--- src/rtl/adder_pipe_pkg.sv ---
// Shared definitions for the pipelined adder: default geometry, stage-count
// helper and the per-stage carry/valid record.
package adder_pipe_pkg;

  localparam int unsigned DEFAULT_WIDTH = 16;
  localparam int unsigned DEFAULT_CHUNK = 4;

  function automatic int unsigned stages(input int unsigned width, input int unsigned chunk);
    return (chunk == 0) ? 0 : width / chunk;
  endfunction

  typedef struct packed {
    logic carry;
    logic valid;
  } stage_ctl_t;

endpackage

--- src/rtl/adder_pipe_stage.sv ---
// One CHUNK-bit slice of the pipelined adder: registers the partial sum,
// carry-out and slot valid bit, holding everything while en is low.
module adder_pipe_stage
  import adder_pipe_pkg::*;
#(
  parameter int unsigned CHUNK = DEFAULT_CHUNK
) (
  input  logic             clk,
  input  logic             rst_n,
  input  logic             en,
  input  logic [CHUNK-1:0] a,
  input  logic [CHUNK-1:0] b,
  input  logic             carry,
  input  logic             valid,
  output logic [CHUNK-1:0] sum,
  output stage_ctl_t       ctl
);

  logic [CHUNK:0] total;

  always_comb begin
    total = {1'b0, a} + {1'b0, b} + {{CHUNK{1'b0}}, carry};
  end

  always_ff @(posedge clk or negedge rst_n) begin
    if (!rst_n) begin
      sum <= '0;
      ctl <= '0;
    end else if (en) begin
      sum       <= total[CHUNK-1:0];
      ctl.carry <= total[CHUNK];
      ctl.valid <= valid;
    end
  end

endmodule

--- src/rtl/adder_pipe.sv ---
// Pipelined WIDTH-bit adder with valid/ready on both sides and a global stall.
// Optional subtract mode (sub_i port) is enabled by defining ADDER_PIPE_SUB_EN.
module adder_pipe
  import adder_pipe_pkg::*;
#(
  parameter int unsigned WIDTH = DEFAULT_WIDTH,
  parameter int unsigned CHUNK = DEFAULT_CHUNK
) (
  input  logic             clk_i,
  input  logic             rst_ni,
  input  logic             in_valid_i,
  output logic             in_ready_o,
  input  logic [WIDTH-1:0] a_i,
  input  logic [WIDTH-1:0] b_i,
  input  logic             c_i,
`ifdef ADDER_PIPE_SUB_EN
  input  logic             sub_i,
`endif
  output logic             out_valid_o,
  input  logic             out_ready_i,
  output logic [WIDTH:0]   s_o
);

  localparam int unsigned STAGES = stages(WIDTH, CHUNK);

  logic             adv;
  logic             accept;
  logic [WIDTH-1:0] b_eff;
  logic             carry0;

  logic [CHUNK-1:0] sum_q [STAGES];
  stage_ctl_t       ctl_q [STAGES];

  // [k][j]: operand chunk j (j > k) or partial sum j (j < k) as held after stage k.
  logic [CHUNK-1:0] a_dly [STAGES][STAGES];
  logic [CHUNK-1:0] b_dly [STAGES][STAGES];
  logic [CHUNK-1:0] p_dly [STAGES][STAGES];

  always_comb begin
    out_valid_o = ctl_q[STAGES-1].valid;
    adv         = !out_valid_o || out_ready_i;
    in_ready_o  = adv;
    accept      = in_valid_i && in_ready_o;
  end

  // Subtraction folds into the add path: invert B on entry and force carry-in.
  always_comb begin
`ifdef ADDER_PIPE_SUB_EN
    b_eff  = sub_i ? ~b_i : b_i;
    carry0 = sub_i ? 1'b1 : c_i;
`else
    b_eff  = b_i;
    carry0 = c_i;
`endif
  end

  always_ff @(posedge clk_i or negedge rst_ni) begin
    if (!rst_ni) begin
      for (int unsigned k = 0; k < STAGES; k++) begin
        for (int unsigned j = 0; j < STAGES; j++) begin
          a_dly[k][j] <= '0;
          b_dly[k][j] <= '0;
          p_dly[k][j] <= '0;
        end
      end
    end else if (adv) begin
      for (int unsigned j = 1; j < STAGES; j++) begin
        a_dly[0][j] <= a_i[j*CHUNK +: CHUNK];
        b_dly[0][j] <= b_eff[j*CHUNK +: CHUNK];
      end
      for (int unsigned k = 1; k < STAGES; k++) begin
        for (int unsigned j = k + 1; j < STAGES; j++) begin
          a_dly[k][j] <= a_dly[k-1][j];
          b_dly[k][j] <= b_dly[k-1][j];
        end
        p_dly[k][k-1] <= sum_q[k-1];
        for (int unsigned j = 0; j + 1 < k; j++) begin
          p_dly[k][j] <= p_dly[k-1][j];
        end
      end
    end
  end

  for (genvar k = 0; k < STAGES; k++) begin : g_stage
    logic [CHUNK-1:0] a_k;
    logic [CHUNK-1:0] b_k;
    logic             carry_k;
    logic             valid_k;

    if (k == 0) begin : g_head
      always_comb begin
        a_k     = a_i[CHUNK-1:0];
        b_k     = b_eff[CHUNK-1:0];
        carry_k = carry0;
        valid_k = accept;
      end
    end else begin : g_body
      always_comb begin
        a_k     = a_dly[k-1][k];
        b_k     = b_dly[k-1][k];
        carry_k = ctl_q[k-1].carry;
        valid_k = ctl_q[k-1].valid;
      end
    end

    adder_pipe_stage #(
      .CHUNK(CHUNK)
    ) u_stage (
      .clk  (clk_i),
      .rst_n(rst_ni),
      .en   (adv),
      .a    (a_k),
      .b    (b_k),
      .carry(carry_k),
      .valid(valid_k),
      .sum  (sum_q[k]),
      .ctl  (ctl_q[k])
    );
  end

  always_comb begin
    s_o = '0;
    s_o[WIDTH] = ctl_q[STAGES-1].carry;
    s_o[(STAGES-1)*CHUNK +: CHUNK] = sum_q[STAGES-1];
    for (int unsigned j = 0; j + 1 < STAGES; j++) begin
      s_o[j*CHUNK +: CHUNK] = p_dly[STAGES-1][j];
    end
  end

endmodule
--- config.mk ---
export PLATFORM = sky130hd
export DESIGN_NAME = adder_pipe
export DESIGN_NICKNAME = d
export VERILOG_FILES = /design/src/rtl/adder_pipe_pkg.sv /design/src/rtl/adder_pipe_stage.sv /design/src/rtl/adder_pipe.sv
export SDC_FILE = /design/constraint.sdc
export NUM_CORES = 1
export LEC_CHECK = 0
export ABC_AREA = 1
export CAP_MARGIN = 20
export CORE_MARGIN = 2
export CORE_UTILIZATION = 25
export DETAILED_ROUTE_END_ITERATION = 10
export HOLD_SLACK_MARGIN = 0.06
export PLACE_DENSITY_LB_ADDON = 0.05
export SYNTH_ARGS = -nofsm -noshare
export SYNTH_HDL_FRONTEND = slang
export SYNTH_SLANG_ARGS = --single-unit
--- constraint.sdc ---
create_clock -name clk_i -period 2.1 [get_ports clk_i]
set_input_delay 0.42 -clock clk_i [delete_from_list [all_inputs] [get_ports clk_i]]
set_output_delay 0.42 -clock clk_i [all_outputs]
set_load 0.01 [all_outputs]
==> results_dict.tcl <==
set metrics [dict create \
    grt_max_degree 93 \
    cts_resized 0 \
    top_layer "met4" \
    fill_cells 1786 \
    synth_adder_area_share 0.0734 \
    hold_viol_final 0 \
    layout.cells.non_filler 726 \
    ctsHtreeMaxLevel 3 \
    fin_crit_sh 0.865 \
    start_kind "input pin" \
    die_y_um 134 \
    ys_seq_elements 96 \
    syn_to_final_growth_pct 23.7 \
    reg2reg_to "g_stage[2].u_stage.sum[2]" \
    die_x_um 134 \
    worstPathArrival_ns 2.05 \
    worst_ep_required_time_ns 2.33 \
    clock_latency_ns 0.35 \
    period_minus_slack_ns 1.82 \
    routedWlPerCell_um 12.1 \
    crit_path_end_kind "flip-flop" \
    dp_cells 710 \
    cts_buffer_depth 2 \
    synth_warnings 0 \
    worst_ir_drop_vdd_uv 488 \
    cts_tree "done" \
    placed_cell_area_um2 4930 \
    rr_startpoint "g_stage[2].a_k[0]" \
    drive_gt1_frac 0.0553 \
    rows 47 \
    slowest_stage "fa_1" \
    layout_commonest_cell "nand2_1" \
    cts.clk_slew.worst_paths_ns 0.06 \
    cts-root-buf "clkbuf_16" \
    netlist_area_um2 4230 \
    final-seq-area_um2 2400 \
    synth.area.mux_share 0 \
    drtPass1Iterations 4 \
    wl_met1_um 4320 \
    critical_path_depth 7 \
    start_util 0.255 \
    drv_cap 0 \
    fin_area_um2 5230 \
    status "complete, no violations" \
    startpoint "a_i[0]" \
    p_leak_nw 2.55 \
    critPathMaxStageDelay_ns 0.47 \
    crit_type "input pin to flip-flop" \
    ioPinCount 56 \
    rr_worst_depth 5 \
    multi_input_area_um2 1430 \
    path_cells "clkdlybuf4s50_1 -> fa_1 -> fa_1 -> nand2_1 -> inv_1 -> o21ai_0 -> a21oi_1" \
    drt_iter0_markers 94 \
    worst_pin_slew_ns 0.518 \
    syn-mean-instance-area_um2 9.24 \
    antenna_found_initial 0 \
    powerDensity_nw_per_um2 1390 \
    viasPerCell 3.96 \
    crit_buf_inv 2 \
    crit_path_end "g_stage[0].u_stage.ctl[1]" \
    synth_nets 515 \
    grt_first_pass_wirelength_um 15200 \
    syn_inst 458 \
    yosysSeqAreaShare 0.568 \
    track_usage 0.109 \
    core_area_um2 16600 \
    overflow 0 \
    crit_fanout 2 \
    totalNegativeSetupSlack_ns 0 \
    clkSinkCount 96 \
    gp_congestion 0.715 \
    antenna_cells 0 \
    grt_pass1_vias 2986 \
    synth_compound_gate_area_share 0.0802 \
    synthTopCellsByArea "dfrtp_1, nand2_1, o21ai_1" \
    synth_xor_area_frac 0.00207 \
    path_delay_family "adder cells" \
    reg2reg_slack_ns 0.41 \
    routed-via-count 2874 \
    drv_slew 0 \
    crit_top_cell "fa_1" \
    fmax_mhz 550 \
    rsz0062_at_grt "false" \
    slew-limit-headroom 0.655 \
    wl_met2_um 3940 \
    synth_top_family_by_area "simple AND/OR/NAND/NOR gates" \
    synthSimpleGateAreaFrac 0.183 \
    yosysTopAreaCell "dfrtp_1" \
    setup_viol 0 \
    wl_met3_um 391 \
    cts_buffers 9 \
    drc_errors 0 \
    mostFrequentLayoutCells "nand2_1, dfrtp_1, clkdlybuf4s50_1" \
    synth_cell_types 19 \
    nets 559 \
    wl_um 8800 \
    yosys.area.top_type_share 0.568 \
    hold_class "flip-flop to flip-flop" \
    drtAntennaViolNets 0 \
    fin_skew_ns 0.00522 \
    die-area_um2 18000 \
    hpwl_um 5650 \
    portBuffers 55 \
]
==> per-layer routing <==
layer  global-route usage  vias up
li1                     -     1500
met1                0.142     1324
met2                0.170       39
met3               0.0374       11
met4               0.0404        0
met5                    0        -
==> Yosys cell counts <==
cell,count
buf_4,15
or2_2,1
inv_1,42
nor2_4,1
ha_1,12
nand2_1,177
dfrtp_1,96
buf_6,6
a21oi_1,8
o21ai_1,52
buf_2,11
xor2_1,1
o21ai_0,4
a31oi_1,1
inv_2,1
fa_1,8
nand3_1,13
nor2_1,7
o22ai_1,2
==> kinds of logic (layout without fill, tap and decap cells) <==
| kind of cell | after synthesis | after routing |
|---|---|---|
| compound gates | 67 | 67 |
| xor+xnor | 1 | 1 |
| buf+inv | 75 | 123 |
| fa+ha+maj | 20 | 20 |
| simple gates | 199 | 199 |
| flops | 96 | 96 |
==> how the worst min path moves through the flow <==
stage / start / to / slack [ns] / cells past startpoint
global placement: rst_ni / s_o[0] / 0.42 / 1
finish: g_stage[2].u_stage.ctl[0] / g_stage[3].u_stage.ctl[0] / 0.46 / 2
global route: g_stage[2].u_stage.ctl[0] / g_stage[3].u_stage.ctl[0] / 0.50 / 2
CTS: g_stage[2].u_stage.ctl[0] / g_stage[3].u_stage.ctl[0] / 0.46 / 2
floorplan: rst_ni / a_dly[32] / 0.12 / 0
detailed placement: rst_ni / s_o[0] / 0.42 / 1
==> flip-flops by register name, summed over array words and instances (netlist names) <==
signal,count
s_o,12
b_dly,12
g_stage.a_k,12
g_stage.u_stage.ctl,8
a_dly,12
g_stage.b_k,12
g_stage.u_stage.sum,16
p_dly,12
==> final cells by class <==
| class | instances | area share |
|---|---|---|
| repair buffers | 65 | 0.129 |
| multi-input cells | 287 | 0.274 |
| clock buffers | 11 | 0.0464 |
| flip-flops and latches | 96 | 0.459 |
| inverters | 43 | 0.0311 |
| clock inverters | 4 | 0.00861 |
| well taps | 220 | 0.0526 |
==> through the flow <==
stage          utilization  hold WS [ns]  power [mW]  worst slack, ns
5_1_grt              0.316         0.497        7.98            0.197
4_1_cts              0.316         0.460        7.45            0.293
3_5_place_dp         0.298         0.425        5.75          -0.0705
2_1_floorplan            -         0.124        4.94            0.442
3_3_place_gp         0.298         0.423        5.73          -0.0662
6_report             0.316         0.455        7.27            0.283
==> where the power goes <==
part | switching [mW] | internal, mW | leakage (nW)
sequential | 0.400 | 2.65 | 1.16
combinational | 1.44 | 1.15 | 1.25
clock | 0.695 | 0.944 | 0.145
==> what timing repair did <==
item | 4_1_cts | 5_1_grt
hold buffers | 1 | 0
hold endpoints to repair | 15 | 0
setup endpoints to repair | 0 | 0
setup buffers | 0 | 0
==> tightest hold or removal path, cell delays in order, from the launching register on <==
cell and delay, ns:
dfrtp_1 0.32, inv_1 0.05, nand2_1 0.05
(Power assumes the default switching activity.)
